$ cat src/rtl/conv_window_sequencer_pkg.sv
// Shared types and width helpers for the conv window sequencer.
// Defaults match one 32x32 feature map with a 3x3 kernel.
package conv_window_sequencer_pkg;

  typedef enum logic [1:0] {
    S_IDLE  = 2'd0,
    S_RUN   = 2'd1,
    S_DRAIN = 2'd2,
    S_DONE  = 2'd3
  } state_e;

  localparam int IFM_SIZE_DEF     = 32;
  localparam int KERNEL_SIZE_DEF  = 3;
  localparam int PIPE_LATENCY_DEF = 8;

  function automatic int cnt_width(int ifm);
    return $clog2(ifm);
  endfunction

  function automatic int win_count(int ifm, int k);
    return (ifm - k + 1) * (ifm - k + 1);
  endfunction

  function automatic int out_width(int ifm, int k);
    return $clog2(win_count(ifm, k) + 1);
  endfunction

endpackage

$ cat src/rtl/conv_window_sequencer_valid_delay_line.sv
// Fixed-depth 1-bit shift register that tracks window-valid flags
// alongside the conv datapath.
module conv_window_sequencer_valid_delay_line #(
  parameter int DEPTH = 8
) (
  input  logic clk_i,
  input  logic rst_ni,
  input  logic d_i,
  output logic q_o
);

  logic [DEPTH-1:0] sr_q;

  if (DEPTH == 1) begin : g_one
    always_ff @(posedge clk_i or negedge rst_ni) begin
      if (!rst_ni) sr_q <= '0;
      else         sr_q <= d_i;
    end
  end else begin : g_many
    always_ff @(posedge clk_i or negedge rst_ni) begin
      if (!rst_ni) sr_q <= '0;
      else         sr_q <= {sr_q[DEPTH-2:0], d_i};
    end
  end

  assign q_o = sr_q[DEPTH-1];

endmodule

$ cat src/rtl/conv_window_sequencer.sv
// Raster-order pixel sequencer for one conv unit: pops pixels,
// flags complete windows and aligns them to the datapath output.
module conv_window_sequencer
  import conv_window_sequencer_pkg::*;
#(
  parameter int IFM_SIZE     = IFM_SIZE_DEF,
  parameter int KERNEL_SIZE  = KERNEL_SIZE_DEF,
  parameter int PIPE_LATENCY = PIPE_LATENCY_DEF,
  parameter int CNT_W        = cnt_width(IFM_SIZE),
  parameter int OUT_W        = out_width(IFM_SIZE, KERNEL_SIZE)
) (
  input  logic             clk,
  input  logic             reset,
  input  logic             start,
  input  logic             in_ready,
  output logic             rd_en,
  output logic [CNT_W-1:0] row_cnt,
  output logic [CNT_W-1:0] col_cnt,
  output logic             win_valid,
  output logic             out_valid,
  output logic [OUT_W-1:0] out_cnt,
  output logic             busy,
  output logic             done
);

  localparam int DW = $clog2(PIPE_LATENCY + 1);
  localparam logic [CNT_W-1:0] LAST = CNT_W'(IFM_SIZE - 1);
  localparam logic [CNT_W-1:0] KM1  = CNT_W'(KERNEL_SIZE - 1);
  localparam logic [DW-1:0]    LATC = DW'(PIPE_LATENCY);

  state_e           state_q, state_d;
  logic [CNT_W-1:0] row_q, row_d;
  logic [CNT_W-1:0] col_q, col_d;
  logic [DW-1:0]    drain_q, drain_d;
  logic [OUT_W-1:0] outc_q, outc_d;
  logic             win_q, win_d;
  logic             rd;
  logic             ov;

  always_comb begin
    state_d = state_q;
    row_d   = row_q;
    col_d   = col_q;
    drain_d = drain_q;
    outc_d  = outc_q;
    rd      = 1'b0;
    if (ov) outc_d = outc_q + OUT_W'(1);
    unique case (state_q)
      S_IDLE: begin
        if (start) begin
          state_d = S_RUN;
          row_d   = '0;
          col_d   = '0;
          drain_d = '0;
          outc_d  = '0;
        end
      end
      S_RUN: begin
        rd = in_ready;
        if (rd) begin
          if (col_q == LAST) begin
            col_d = '0;
            if (row_q == LAST) begin
              row_d   = '0;
              drain_d = '0;
              state_d = S_DRAIN;
            end else begin
              row_d = row_q + CNT_W'(1);
            end
          end else begin
            col_d = col_q + CNT_W'(1);
          end
        end
      end
      S_DRAIN: begin
        if (drain_q == LATC) state_d = S_DONE;
        else drain_d = drain_q + DW'(1);
      end
      S_DONE: state_d = S_IDLE;
    endcase
  end

  // Bubbles enter the pipe as zeros; the datapath never stalls.
  assign win_d = rd && (row_q >= KM1) && (col_q >= KM1);

  always_ff @(posedge clk or negedge reset) begin
    if (!reset) begin
      state_q <= S_IDLE;
      row_q   <= '0;
      col_q   <= '0;
      drain_q <= '0;
      outc_q  <= '0;
      win_q   <= 1'b0;
    end else begin
      state_q <= state_d;
      row_q   <= row_d;
      col_q   <= col_d;
      drain_q <= drain_d;
      outc_q  <= outc_d;
      win_q   <= win_d;
    end
  end

  conv_window_sequencer_valid_delay_line #(
    .DEPTH(PIPE_LATENCY)
  ) u_dly (
    .clk_i (clk),
    .rst_ni(reset),
    .d_i   (win_q),
    .q_o   (ov)
  );

  assign rd_en     = rd;
  assign row_cnt   = row_q;
  assign col_cnt   = col_q;
  assign win_valid = win_q;
  assign out_valid = ov;
  assign out_cnt   = outc_q;
  assign busy      = (state_q == S_RUN) || (state_q == S_DRAIN);
  assign done      = (state_q == S_DONE);

endmodule

$ cat config.mk
export PLATFORM = sky130hd
export DESIGN_NAME = conv_window_sequencer
export DESIGN_NICKNAME = d
export VERILOG_FILES = /design/src/rtl/conv_window_sequencer_pkg.sv /design/src/rtl/conv_window_sequencer_valid_delay_line.sv /design/src/rtl/conv_window_sequencer.sv
export SDC_FILE = /design/constraint.sdc
export NUM_CORES = 1
export LEC_CHECK = 0
export BUFFER_PORTS_ARGS = -buffer_cell sky130_fd_sc_hd__buf_4
export CAP_MARGIN = 0
export CORE_ASPECT_RATIO = 0.5
export CORE_MARGIN = 1
export CORE_UTILIZATION = 58
export CTS_BUF_LIST = sky130_fd_sc_hd__clkbuf_8
export DETAILED_ROUTE_END_ITERATION = 10
export PLACE_DENSITY = 0.82
export SYNTH_ARGS = -nofsm -noshare
export SYNTH_HDL_FRONTEND = slang
export SYNTH_HIERARCHICAL = 1
export SYNTH_SLANG_ARGS = --single-unit
$ cat constraint.sdc
create_clock -name clk -period 2.5 [get_ports clk]
set_clock_uncertainty 0.15 [all_clocks]
set_input_delay 0.125 -clock clk [delete_from_list [all_inputs] [get_ports clk]]
set_output_delay 0.125 -clock clk [all_outputs]
set_load 0.05 [all_outputs]
==> Word level (Yosys, flattened, before mapping) <==
Cells that the tools add are included.
{ "op_classes": {"magnitude_cmp": 2, "n_eq_ne": 12, "n_addsub": 4, "n_reduce_logical": 10, "muxes": 24} }
{ "ops": {"columns": ["operator", "count"], "rows": [
  ["two-way mux 10 bit", 3],
  ["two-way mux 5 bit", 6],
  ["two-way mux 4 bit", 5],
  ["one-hot mux 5 bit (2 select lines)", 2],
  ["inequality test 2 bit (second input constant)", 6],
  ["one-hot mux 4 bit (3 select lines)", 1],
  ["adder 10 x 1 -> 10 bit (second input constant)", 1],
  ["adder 5 x 1 -> 5 bit (second input constant)", 2],
  ["equality test 5 bit (second input constant)", 2],
  ["greater-or-equal comparator 5 x 2 -> 1 bit (second input constant)", 2],
  ["two-way mux 2 bit", 5],
  ["one-hot mux 2 bit (4 select lines)", 1],
  ["AND reduction 6 bit", 1],
  ["AND reduction 5 bit", 1],
  ["adder 4 x 1 -> 4 bit (second input constant)", 1],
  ["equality test 2 bit (second input constant)", 2],
  ["equality test 4 bit (second input constant)", 1],
  ["AND reduction 4 bit", 1],
  ["AND reduction 3 bit", 1],
  ["nonzero test 3 bit", 1],
  ["equality test 2 x 1 -> 1 bit (second input constant)", 1],
  ["logical AND 1 bit", 2],
  ["logical NOT 2 bit", 1],
  ["nonzero test 2 bit", 1],
  ["other kinds (2)", 2]
]} }
{ "totals": {"output_inout_bits": 25, "elab_cells": 59, "ff_bits": 35, "input_bits": 4} }

==> Longest topological paths before layout <==
Gate-level depths: netlist of run 1.
{ "depth": {"depth_word": 5, "mapped_depth": 7, "depth_no_buf": 7} }

==> Cells and area by module <==
The synthesis of run 1 kept the hierarchy.
{ "by_module_without_submodules": {"columns": ["mod", "cells_each", "area_each_um2", "seq_area_each_um2", "n_inst"], "rows": [
  ["conv_window_sequencer", 160, 1589.0, 675.6, 1],
  ["conv_window_sequencer_valid_delay_line", 8, 200.2, 200.2, 1]
]} }

==> Least setup slack after synthesis of run 1 <==
No wires, ideal clock.
{ "synth_path": {"kind": "register to register", "start": "reg col_q[1] (netlist: col_cnt[1])", "end": "reg drain_q[3]", "setup_time_ps": 101, "path_slack_ps": 100, "n_path_buf": 0, "required_ps": 2249, "arrival_ps": 2149, "path_stages_with_launch": 8, "period_less_slack_ps": 2400, "cell_sequence": "dfrtp_1 ha_1 and3_1 ha_1 and3_4 o21ai_4 or3_4 o311ai_2"} }
{ "synth_between": {"elab_chain_cells": 3} }
{ "synth_rtl": {"columns": ["element", "line", "rtl"], "rows": [
  ["start, declared", "conv_window_sequencer.sv:33", "logic [CNT_W-1:0] col_q, col_d;"],
  ["start signal, assigned", "conv_window_sequencer.sv:97", "col_q <= col_d;"],
  ["equality test 5 bit", "conv_window_sequencer.sv:61", "if (col_q == LAST) begin"],
  ["inequality test 2 bit (no source line)", null, null],
  ["AND reduction 6 bit (no source line)", null, null],
  ["end signal, assigned", "conv_window_sequencer.sv:98", "drain_q <= drain_d;"],
  ["end, declared", "conv_window_sequencer.sv:34", "logic [DW-1:0] drain_q, drain_d;"]
]} }
Every way passes these cells.
A chain may end at the register's enable or synchronous reset.

==> Worst setup path in the final report of run 1 <==
Ends and elaborated chain as after synthesis.

==> metrics.md, run 1 <==
| Metric | Value |
|---|---|
| Crit end category | `register` |
| Gate count after technology mapping | `approximately 170` |
| Mapped cell area | `0.00179 mm^2` |
| Most frequently used flop master after synthesis | `sky130_fd_sc_hd__dfrtp_1` |
| Number of register bits inferred by synthesis | `35` |
| Minimum setup slack in the final design | `between 200 and 300 ps` |
| Number of levels in the clock H-tree | `2` |
| Signal arrival time at the worst endpoint | `2260 ps` |
| Cell internal power dissipation | `roughly 1.3 mW` |
| Commonest cells in the netlist | `35 x sky130_fd_sc_hd__dfrtp_1, 18 x sky130_fd_sc_hd__nor2_1, 14 x sky130_fd_sc_hd__ha_1` |
| Area of the die | `0.00332 mm^2` |
| Cell types with the largest area share after synthesis | `sky130_fd_sc_hd__dfrtp_1 49%, sky130_fd_sc_hd__ha_1 9.8%, sky130_fd_sc_hd__xnor2_1 3.9%` |
| Clock period minus worst slack | `2200 ps` |
| Gp weighted congestion | `around 0.85` |
| Number of library cell types mapped by synthesis | `42` |
| Ports | `29` |
| Detailed-routing iteration count for the pre-antenna-repair pass | `4` |
| Cells after DPL | `229` |
| Post-detail-place hpwl | `2380 um` |
| Share of layout cells above drive strength 1 | `0.234` |
| Area growth from synthesis to layout | `21.3%` |
| Leakage | `1.07 nW` |
| Post-Route Utilization | `0.790` |
| Switching power of the nets | `0.800 mW` |
| Largest net degree at the start of global routing | `36` |
| Count of nets after finishing | `218` |
| Post-route design area | `between 0.002 and 0.0025 mm^2` |
| Initial antenna violation count | `0` |
| Number of flops mapped to enable cells by yosys | `0` |
| Number of clock sinks seen by CTS | `35` |
| Drt total wl | `between 3000 and 4000 um` |
| Detail-routed via count per cell | `between 5 and 6` |
| Accumulated negative setup slack | `0 ps` |
| Relative slew margins | `0.622` |
| Max-cap violation count | `0` |
| Net count of the mapped netlist | `about 190` |
| FMAX | `454 MHz` |
| Worst reg-to-reg path cell count | `7` |
| CTS Buf Count | `5` |
| Placed cell area | `0.00203 mm^2` |
| Global-route wire length before repair | `5690 um` |
| Post_cts resized | `0` |
| Number of warnings reported in the yosys synthesis log | `6` |
| Hold Path Origin | `in_ready` |
| Floorplan core area | `0.00275 mm^2` |
| Most frequent cell after synthesis | `sky130_fd_sc_hd__dfrtp_1` |
| Post-route antenna net violation count | `0` |
| Via count of the first global-routing pass | `about 1200` |
| Data required time at the worst endpoint | `2550 ps` |
| Actual slew at the worst max-slew pin | `~560 ps` |
| Effective utilization at floorplan | `0.651` |
| Share of power burned in combinational logic | `0.393` |
| Unrepaired setup endpoints after global routing | `no` |
| Maximum net fanout on the critical path | `6` |
| Launching element type of the critical path | `register` |
| PD cells | `~980 mW/mm^2` |
| Hold Path Class | `in -> reg` |
| Die height | `41.3 um` |
| Final setup violating endpoints | `0` |
| Average wire per standard cell | `14.5 um` |
| Cell type with the highest aggregate area in the netlist | `sky130_fd_sc_hd__dfrtp_1` |
| Outcome | `complete, no violations` |
| Buffers from clock root to sink, at most | `2` |
| TritonCTS clock tree | `built` |
| Die boundary width | `80.5 um` |
| Switching share of power | `0.377` |
| # fillers | `179` |
| Total gr overflow | `0` |
| Final total power | `about 2.1 mW` |
| Launch instance of the worst register-to-register path | `col_cnt[1]$_DFFE_PN0P_` |
| Type of the worst setup path | `reg -> reg` |
| Fin. max-slew vios | `0` |
| Seq pwr share | `0.322` |
| Final clock period utilization by the worst path | `0.881` |
| Smallest hold slack | `roughly 48 ps` |
| Post-route insts no fill | `between 200 and 250` |
| DR vias | `1335` |
| WHS Path Cells | `3` |
| End point of the worst hold path | `col_cnt[4]$_DFFE_PN0P_` |
| Number of I/O port buffers | `28` |
| Rows | `13` |
| Initial drt markers | `between 50 and 60` |
| Synth top area share | `0.490` |
| Final routed DRC violation total | `0` |
| Worst-case vdd ir drop | `0.000676 V` |
| Root Buffer | `sky130_fd_sc_hd__clkbuf_8` |
| Critical path launch point | `col_cnt[1]$_DFFE_PN0P_` |
| Clock transition at the register clock pins on the worst setup and hold paths after CTS | `70 ps` |
| Clk Latency, worst-skew pair | `300 ps` |
| Antenna diode count | `0` |
| Worst setup timing slack at the placement stage | `304 ps` |
| Asr flop ratio synth | `1.00` |
| Total routing resource utilization after global routing | `0.253` |
| Critical register-to-register path endpoint | `drain_q[3]$_DFFE_PN0P_` |
| Avg Cell Area, Syn | `between 10 and 15 um^2` |
| Clock network power share | `0.286` |
| Sequential-to-total area share from yosys stat | `0.490` |
| Final Hold Violating Endpoints | `0` |
| Worst reg2reg setup slack | `300 ps` |
==> layout by cell type, fill, tap and decap left out, types with 3 or more instances in the layout <==
cell / netlist / final
sky130_fd_sc_hd__nor2_1: 18 / 18
sky130_fd_sc_hd__nand4_1: 3 / 3
sky130_fd_sc_hd__mux2i_1: 5 / 5
sky130_fd_sc_hd__o21ai_0: 7 / 7
sky130_fd_sc_hd__dfrtp_1: 35 / 35
sky130_fd_sc_hd__nand2_1: 8 / 8
sky130_fd_sc_hd__xor2_1: 3 / 3
sky130_fd_sc_hd__nor3_1: 4 / 4
sky130_fd_sc_hd__a21oi_1: 4 / 4
sky130_fd_sc_hd__nor3b_1: 3 / 3
sky130_fd_sc_hd__inv_1: 12 / 13
sky130_fd_sc_hd__clkbuf_8: 0 / 5
sky130_fd_sc_hd__ha_1: 14 / 14
sky130_fd_sc_hd__xnor2_1: 8 / 8
sky130_fd_sc_hd__buf_4: 1 / 29
sky130_fd_sc_hd__nand3_1: 7 / 7
==> final cells by class <==
class / instances / area [um^2] / area share
flip-flops and latches: 35 / 876 / 0.403
clock buffers: 5 / 68.8 / 0.0317
repair buffers: 30 / 228 / 0.105
multi-input cells: 116 / 843 / 0.388
well taps: 37 / 46.3 / 0.0213
inverters: 12 / 45.0 / 0.0207
clock inverters: 3 / 63.8 / 0.0294
==> layer usage <==
| layer | GRT usage | vias to the layer above | wire, um |
|---|---|---|---|
| li1 | - | 643 | - |
| met1 | 0.301 | 642 | 1630 |
| met3 | 0.0911 | 11 | 211 |
| met2 | 0.424 | 39 | 1540 |
| met5 | 0 | - | 0 |
| met4 | 0.129 | 0 | 74 |
==> sequential cells by signal, indices dropped and copies added, names as in the netlist <==
signal	cells
out_cnt	10
u_dly/sr_q	8
col_cnt	5
row_cnt	5
drain_q	4
state_q	2
win_valid	1
==> power groups by stage <==
stage,combinational (mW),sequential [mW],clock (mW)
2_1_floorplan,0.563,0.746,0
3_3_place_gp,0.806,0.684,0
3_5_place_dp,0.825,0.689,0
4_1_cts,0.831,0.680,0.614
5_1_grt,0.894,0.692,0.640
6_report,0.834,0.683,0.606
==> worst max-delay path, stage by stage (launching register included) <==
cell                       delay, ps
sky130_fd_sc_hd__dfrtp_1         440
sky130_fd_sc_hd__ha_1            190
sky130_fd_sc_hd__and3_1          170
sky130_fd_sc_hd__ha_1            220
sky130_fd_sc_hd__and3_4          220
sky130_fd_sc_hd__o21ai_4          70
sky130_fd_sc_hd__or3_4           370
sky130_fd_sc_hd__o311ai_2        280
==> cells by family (layout without fill, tap and decap cells) <==
| kind of cell | after synthesis | in the layout | share of synthesized area |
|---|---|---|---|
| and+or+nand+nor | 62 | 62 | 0.190 |
| DFF | 35 | 35 | 0.490 |
| AOI/OAI and AO/OA | 23 | 23 | 0.0958 |
| buffers and inverters | 17 | 50 | 0.0392 |
| adders and majority gates | 14 | 14 | 0.0979 |
| xor gates and xnor gates | 11 | 11 | 0.0539 |
| muxes | 6 | 6 | 0.0343 |
==> what timing repair did <==
action	CTS	global route
endpoints found under the setup margin	0	0
endpoints found under the hold margin	35	0
buffers inserted	0	0
hold buffers	1	0
==> worst max path at each step <==
stage | end | slack [ps]
after detailed placement | drain_q[3]$_DFFE_PN0P_ | 300
after floorplan | drain_q[3]$_DFFE_PN0P_ | 100
after CTS | drain_q[3]$_DFFE_PN0P_ | 300
final | drain_q[3]$_DFFE_PN0P_ | 300
after global placement | drain_q[3]$_DFFE_PN0P_ | 410
after global routing | drain_q[3]$_DFFE_PN0P_ | 200
No activity file was read; power rests on OpenSTA's default activity.
==> run 2, diff against run 1 <==
- ABC_AREA: not set -> 1
- PLACE_DENSITY: 0.82 -> 0.81
- TNS_END_PERCENT: not set -> 30
==> metrics.md, run 2 <==
| Metric | Value |
|---|---|
| Ports | `29 (unchanged)` |
| Gp weighted congestion | `0.811 (-4.2%)` |
| Root Buffer | `sky130_fd_sc_hd__clkbuf_8` |
| Cell types with the largest area share after synthesis | `sky130_fd_sc_hd__dfrtp_1 48%, sky130_fd_sc_hd__ha_1 9.6%, sky130_fd_sc_hd__nand2_1 6.0%` |
| Number of register bits inferred by synthesis | `35 (unchanged)` |
| Highest-count cells in the layout ignoring fill and taps | `35 x sky130_fd_sc_hd__dfrtp_1, 29 x sky130_fd_sc_hd__nand2_1, 28 x sky130_fd_sc_hd__buf_4, 26 x sky130_fd_sc_hd__inv_1` |
| Fin. max-slew vios | `0 (unchanged)` |
| Area growth from synthesis to layout | `20.8%` |
| Detail-routed via count per cell | `5.11 (-8.9%)` |
| CP Cell Sequence | `inv_1, ha_1, nand2_1, inv_1, buf_4` |
| Via count of the first global-routing pass | `1261 (+3.1%)` |
| Number of clock sinks seen by CTS | `35 (unchanged)` |
| Largest net degree at the start of global routing | `36 (unchanged)` |
| Post-route insts no fill | `266 (+12%)` |
| Floorplan core area | `0.00278 mm^2 (+1.2%)` |
| WHS Path Cells | `4 (+1)` |
| Final clock period utilization by the worst path | `0.803 (-0.0780)` |
| DR vias | `1359 (+1.8%)` |
| End point of the worst hold path | `out_cnt[9]$_DFF_PN0_` |
| Number of flip-flops under the largest register name | `10 (unchanged)` |
| Number of flops mapped to enable cells by yosys | `0 (unchanged)` |
| Launch instance of the worst register-to-register path | `state_q[1]$_DFFE_PN0P_` |
| Minimum setup slack in the final design | `491 ps (+195 ps)` |
| Number of levels in the clock H-tree | `2 (unchanged)` |
| Crit end category | `primary output` |
| Post_cts resized | `0 (unchanged)` |
| Mapped cell area | `0.00182 mm^2 (+1.7%)` |
| Total gr overflow | `0 (unchanged)` |
| Net count of the mapped netlist | `210 (+13%)` |
| Worst reg-to-reg path cell count | `7 (unchanged)` |
| Buffers and inverters on the worst path | `3 (+3)` |
| Rows | `13 (unchanged)` |
| Final setup violating endpoints | `0 (unchanged)` |
| Clk Latency, worst-skew pair | `290 ps (about the same)` |
| Final routed DRC violation total | `0 (unchanged)` |
| Type of the worst setup path | `reg -> out` |
| Area of the die | `0.00338 mm^2 (+1.6%)` |
| Unrepaired setup endpoints after global routing | `no` |
| Accumulated negative setup slack | `0 ps (unchanged)` |
| Delay of the slowest cell on the worst path | `440 ps (about the same)` |
| Drt total wl | `3380 um (-2.3%)` |
| TritonCTS clock tree | `built` |
| Sequential-to-total area share from yosys stat | `0.481 (-0.00808)` |
| Number of I/O port buffers | `28 (unchanged)` |
| Clock period minus worst slack | `2010 ps (-195 ps)` |
| Detailed-routing iteration count for the pre-antenna-repair pass | `4 (unchanged)` |
| Data required time at the worst endpoint | `2230 ps (-320 ps)` |
| Clock transition at the register clock pins on the worst setup and hold paths after CTS | `80 ps (about the same)` |
| Effective utilization at floorplan | `0.654 (+0.00318)` |
| Gate count after technology mapping | `192 (+14%)` |
| Leakage | `1.13 nW (+6.0%)` |
| Number of warnings reported in the yosys synthesis log | `6 (unchanged)` |
| Initial antenna violation count | `0 (unchanged)` |
| Hold Path Origin | `start` |
| Antenna diode count | `0 (unchanged)` |
| Max-cap violation count | `0 (unchanged)` |
| Global-route wire length before repair | `5670 um (-0.25%)` |
| Maximum net fanout on the critical path | `8 (+2)` |
| Total routing resource utilization after global routing | `0.234 (-0.0187)` |
| Synth top area share | `0.481 (-0.00808)` |
| Post-route antenna net violation count | `0 (unchanged)` |
| Share of layout cells above drive strength 1 | `0.253 (+0.0194)` |
| Worst reg2reg setup slack | `560 ps (+260 ps)` |
| FMAX | `498 MHz (+9.7%)` |
| Worst-case vdd ir drop | `0.000995 V (+47%)` |
| Buffers from clock root to sink, at most | `2 (unchanged)` |
| Number of library cell types mapped by synthesis | `27 (-36%)` |
| Avg Cell Area, Syn | `9.48 um^2 (-11%)` |
| Die boundary width | `81.2 um (+0.82%)` |
| CTS Buf Count | `5 (unchanged)` |
| Relative slew margins | `0.711 (+0.0886)` |
| Top cell by count, worst path | `sky130_fd_sc_hd__inv_1` |
| Slowest library cell on the worst path | `sky130_fd_sc_hd__ha_1` |
| Total stage count of the critical path | `5 (-2)` |
| Family with the most delay on the worst path | `adder cells` |
| Count of nets after finishing | `246 (+13%)` |
| Critical register-to-register path endpoint | `col_cnt[2]$_DFFE_PN0P_` |
| Outcome | `complete, no violations` |
| Final Hold Violating Endpoints | `0 (unchanged)` |
| Actual slew at the worst max-slew pin | `434 ps (-128 ps)` |
| Final total power | `2.45 mW (+15%)` |
| # fillers | `197 (+10%)` |
| Hold Path Class | `in -> reg` |
| Commonest cells in the netlist | `35 x sky130_fd_sc_hd__dfrtp_1, 29 x sky130_fd_sc_hd__nand2_1, 26 x sky130_fd_sc_hd__inv_1` |
| Post-CTS Setup Bufs | `0 (unchanged)` |
| Average wire per standard cell | `12.7 um (-13%)` |
| Post-CTS Hold Buffers | `2 (+1)` |
| Cell type with the highest aggregate area in the netlist | `sky130_fd_sc_hd__dfrtp_1` |
| Worst setup timing slack at the placement stage | `609 ps (+305 ps)` |
| Initial drt markers | `54 (-1.8%)` |
| Most frequently used flop master after synthesis | `sky130_fd_sc_hd__dfrtp_1` |
| Most frequent cell after synthesis | `sky130_fd_sc_hd__dfrtp_1` |
| Launching element type of the critical path | `register` |
| Cells after DPL | `256 (+12%)` |
| Post-detail-place hpwl | `2530 um (+6.5%)` |
| Smallest hold slack | `114 ps (+66.3 ps)` |
| Die height | `41.6 um (+0.79%)` |
| Signal arrival time at the worst endpoint | `1730 ps (-530 ps)` |
| PD cells | `1110 mW/mm^2 (+14%)` |
| Asr flop ratio synth | `1.00 (unchanged)` |
| Most common cell after layout, fill and taps aside | `sky130_fd_sc_hd__dfrtp_1` |
run 2: per-layer routing:
layer / up-vias / global-route usage / share of wire
met5: - / 0 / 0
met2: 39 / 0.366 / 0.47
li1: 685 / - / -
met4: 0 / 0.118 / 0.021
met1: 628 / 0.294 / 0.45
met3: 7 / 0.0725 / 0.054
run 2: kinds of logic (layout without fill, tap and decap cells):
logic type | count (synthesis) | after routing | synth area share
simple gates | 81 | 81 | 0.252
flops | 35 | 35 | 0.481
buf+inv | 31 | 68 | 0.0681
compound gates | 25 | 25 | 0.0729
fa+ha+maj | 14 | 14 | 0.0963
xor+xnor | 6 | 6 | 0.0289
run 2: worst register-to-register path, stage by stage, from the launching register on:
cell and delay (ps):
sky130_fd_sc_hd__dfrtp_1 420, sky130_fd_sc_hd__inv_1 130, sky130_fd_sc_hd__ha_1 440, sky130_fd_sc_hd__nor2_2 140, sky130_fd_sc_hd__nor3_4 320, sky130_fd_sc_hd__inv_2 90
sky130_fd_sc_hd__o21ai_0 90, sky130_fd_sc_hd__a21oi_1 50
run 2: cell type report:
type | count | area, um^2 | share of cell area
inverters | 30 | 113 | 0.0513
clock buffers | 5 | 68.8 | 0.0313
multi-input cells | 126 | 820 | 0.373
well taps | 37 | 46.3 | 0.0211
clock inverters | 3 | 43.8 | 0.0199
flip-flops and latches | 35 | 876 | 0.399
repair buffers | 30 | 230 | 0.105
run 2: how the worst max path moves through the flow:
stage | start | end | slack, ps
floorplan | col_cnt[1]$_DFFE_PN0P_ | drain_q[0]$_DFFE_PN0P_ | 460
global placement | state_q[1]$_DFFE_PN0P_ | col_cnt[2]$_DFFE_PN0P_ | 700
detailed placement | state_q[1]$_DFFE_PN0P_ | col_cnt[2]$_DFFE_PN0P_ | 610
CTS | state_q[1]$_DFFE_PN0P_ | rd_en | 480
global route | state_q[1]$_DFFE_PN0P_ | rd_en | 380
finish | state_q[1]$_DFFE_PN0P_ | rd_en | 490
run 2: metrics by stage:
step	utilization	area, um^2
floorplan	-	1820
global placement	0.742	2060
detailed placement	0.742	2060
CTS	0.790	2200
global route	0.790	2200
finish	0.790	2200
run 2: where the power goes:
part,switching [mW],total [mW],leakage (nW),internal [mW]
sequential,0.163,0.898,0.426,0.735
combinational,0.737,1.04,0.650,0.307
clock,0.210,0.507,0.0581,0.297
==> run 3, diff against run 2 <==
- CORE_UTILIZATION: 58 -> 52
- PLACE_DENSITY: 0.81 -> 0.77
- clock period: 2.5 -> 1.75 ns (I/O delays scaled with it)
==> metrics.md, run 3 (same netlist as run 2, synthesis figures left out) <==
| Metric | Value |
|---|---|
| Clock period minus worst slack | `1720 ps` |
| Count of nets after finishing | `258 (+4.9%)` |
| Total gr overflow | `0 (unchanged)` |
| Number of levels in the clock H-tree | `2 (unchanged)` |
| Final total power | `3.46 mW (+41%)` |
| Hold Path Class | `in -> reg` |
| Max-cap violation count | `0 (unchanged)` |
| Minimum setup slack in the final design | `28.4 ps (-463 ps)` |
| Worst-case vdd ir drop | `0.000524 V (-47%)` |
| Ports | `29 (unchanged)` |
| Post-route antenna net violation count | `0 (unchanged)` |
| Effective utilization at floorplan | `0.574 (-0.0803)` |
| Largest net degree at the start of global routing | `36 (unchanged)` |
| Clock transition at the register clock pins on the worst setup and hold paths after CTS | `80 ps (about the same)` |
| Most common cell after layout, fill and taps aside | `sky130_fd_sc_hd__buf_4` |
| Global-route wire length before repair | `5640 um (-0.48%)` |
| Initial drt markers | `68 (+26%)` |
| Total area of sequential cells | `882 um^2 (+0.71%)` |
| Fin. max-slew vios | `0 (unchanged)` |
| Post-detail-place hpwl | `2460 um (-2.9%)` |
| Worst setup timing slack at the placement stage | `-31.8 ps (-641 ps)` |
| Rows | `14 (+1)` |
| Final routed DRC violation total | `0 (unchanged)` |
| Leakage | `1.17 nW (+3.3%)` |
| Area of the die | `0.00375 mm^2 (+11%)` |
| Final setup violating endpoints | `0 (unchanged)` |
| FMAX | `between 500 and 600 MHz` |
| Signal arrival time at the worst endpoint | `1750 ps (+20 ps)` |
| Crit end category | `register` |
| PD cells | `1490 mW/mm^2 (+34%)` |
| Number of I/O port buffers | `28 (unchanged)` |
| Final clock period utilization by the worst path | `0.984` |
| Type of the worst setup path | `reg -> reg` |
| Data required time at the worst endpoint | `1780 ps (-450 ps)` |
| Buffers from clock root to sink, at most | `2 (unchanged)` |
| Root Buffer | `sky130_fd_sc_hd__clkbuf_8` |
| # fillers | `239 (+21%)` |
| Final Hold Violating Endpoints | `0 (unchanged)` |
| Clk Latency, worst-skew pair | `290 ps (about the same)` |
| Total routing resource utilization after global routing | `0.201 (-0.0336)` |
| Relative slew margins | `0.704 (-0.00712)` |
| CTS Buf Count | `5 (unchanged)` |
| DR vias | `1400 (+3.0%)` |
| Die boundary width | `85.7 um (+5.5%)` |
| Outcome | `complete, no violations` |
| Maximum net fanout on the critical path | `6 (-2)` |
| Average wire per standard cell | `11.5 um (-9.6%)` |
| GRT busiest layer | `met2` |
| Detailed-routing iteration count for the pre-antenna-repair pass | `4 (unchanged)` |
| Floorplan core area | `0.00317 mm^2 (+14%)` |
| Via count of the first global-routing pass | `1335 (+5.9%)` |
| Actual slew at the worst max-slew pin | `445 ps (+10.7 ps)` |
| Launching element type of the critical path | `register` |
| Unrepaired setup endpoints after global routing | `yes` |
| GR met3 Demand/Resource | `0.0648 (-0.00777)` |
| Share of layout cells above drive strength 1 | `0.353 (+0.0994)` |
| Antenna diode count | `0 (unchanged)` |
| TritonCTS clock tree | `built` |
| Drt total wl | `3320 um (-1.8%)` |
| Number of clock sinks seen by CTS | `35 (unchanged)` |
| Number of flip-flops under the largest register name | `10 (unchanged)` |
| Initial antenna violation count | `0 (unchanged)` |
| Gp weighted congestion | `0.832 (+2.5%)` |
| Detail-routed via count per cell | `4.84 (-5.2%)` |
| Area growth from synthesis to layout | `27.9%` |
| Global routing usage on met2 | `0.333 (-0.0336)` |
| Die height | `43.8 um (+5.3%)` |
| Highest-count cells in the layout ignoring fill and taps | `40 x sky130_fd_sc_hd__buf_4, 30 x sky130_fd_sc_hd__dfrtp_1, 27 x sky130_fd_sc_hd__nand2_1, 25 x sky130_fd_sc_hd__inv_1, 14 x sky130_fd_sc_hd__nand3_1` |
| Area of the multi-input gates | `856 um^2 (+4.4%)` |
| Global-route track usage on met1 | `0.249 (-0.0453)` |
| Worst reg2reg setup slack | `30 ps (-530 ps)` |
run 3: changes by cell type in the layout (fill, tap and decap cells not counted), sizes merged:
cell | before | now
buf | 28 | 40
bufinv | 1 | 0
clkinv | 2 | 0
clkinvlp | 0 | 2
inv | 30 | 31
run 3: path summary, 6_finish.rpt:
kind / start / endpoint / depth (start not counted)
worst max-delay path: col_cnt[1]$_DFFE_PN0P_ / drain_q[0]$_DFFE_PN0P_ / 11
worst min-delay path: start / out_cnt[9]$_DFF_PN0_ / 4
worst max register to register: col_cnt[1]$_DFFE_PN0P_ / drain_q[0]$_DFFE_PN0P_ / 11
worst min register to register: u_dly/sr_q[6]$_DFF_PN0_ / u_dly/sr_q[7]$_DFF_PN0_ / 0
max in group asynchronous: reset / col_cnt[3]$_DFFE_PN0P_ / 2
min in group asynchronous: reset / drain_q[2]$_DFFE_PN0P_ / 2
run 3: stage by stage:
step                std cells  hold WS (ps)  area (um^2)  TNS (ps)   util
finish                    289           115         2330         0  0.734
global route              289           152         2330      -613  0.734
CTS                       286          96.7         2280         0  0.721
detailed placement        276         -83.6         2170     -39.3  0.684
global placement          276         -87.8         2170         0  0.684
floorplan                 192          -358         1840      -458      -
run 3: metal layers:
layer,routed length [um],vias to the layer above
met1,1580,665
met2,1580,20
met5,0,-
li1,-,710
met4,29,0
met3,132,5
run 3: worst max-delay path, stage by stage, from the launching register on:
cell                      delay [ps]
sky130_fd_sc_hd__dfrtp_2         400
sky130_fd_sc_hd__ha_4            150
sky130_fd_sc_hd__nand2_2          50
sky130_fd_sc_hd__nor2_2          100
sky130_fd_sc_hd__ha_2            210
sky130_fd_sc_hd__nor2_4           60
sky130_fd_sc_hd__nor2_4          120
sky130_fd_sc_hd__nand2_4         100
sky130_fd_sc_hd__nor2_8          120
sky130_fd_sc_hd__inv_2            50
sky130_fd_sc_hd__nand2_1          50
sky130_fd_sc_hd__nand2_1          50
run 3: power by group:
group / switching, mW / internal, mW
combinational: 1.09 / 0.503
clock: 0.322 / 0.284
sequential: 0.207 / 1.06
total: 1.62 / 1.84
run 3: cell type report:
type | count | share of cell area
Clock buffer | 5 | 0.0296
Clock inverter | 3 | 0.0102
Inverter | 30 | 0.0495
Multi-Input combinational cell | 126 | 0.368
Sequential cell | 35 | 0.379
Tap cell | 48 | 0.0258
Timing Repair Buffer | 42 | 0.138
run 3: what timing repair did:
item,4_1_cts,5_1_grt
gates resized for setup,2,7
endpoints found under the setup margin,8,13
pin swaps,0,4
hold buffers,2,0
endpoints found under the hold margin,36,0
buffers inserted,0,3
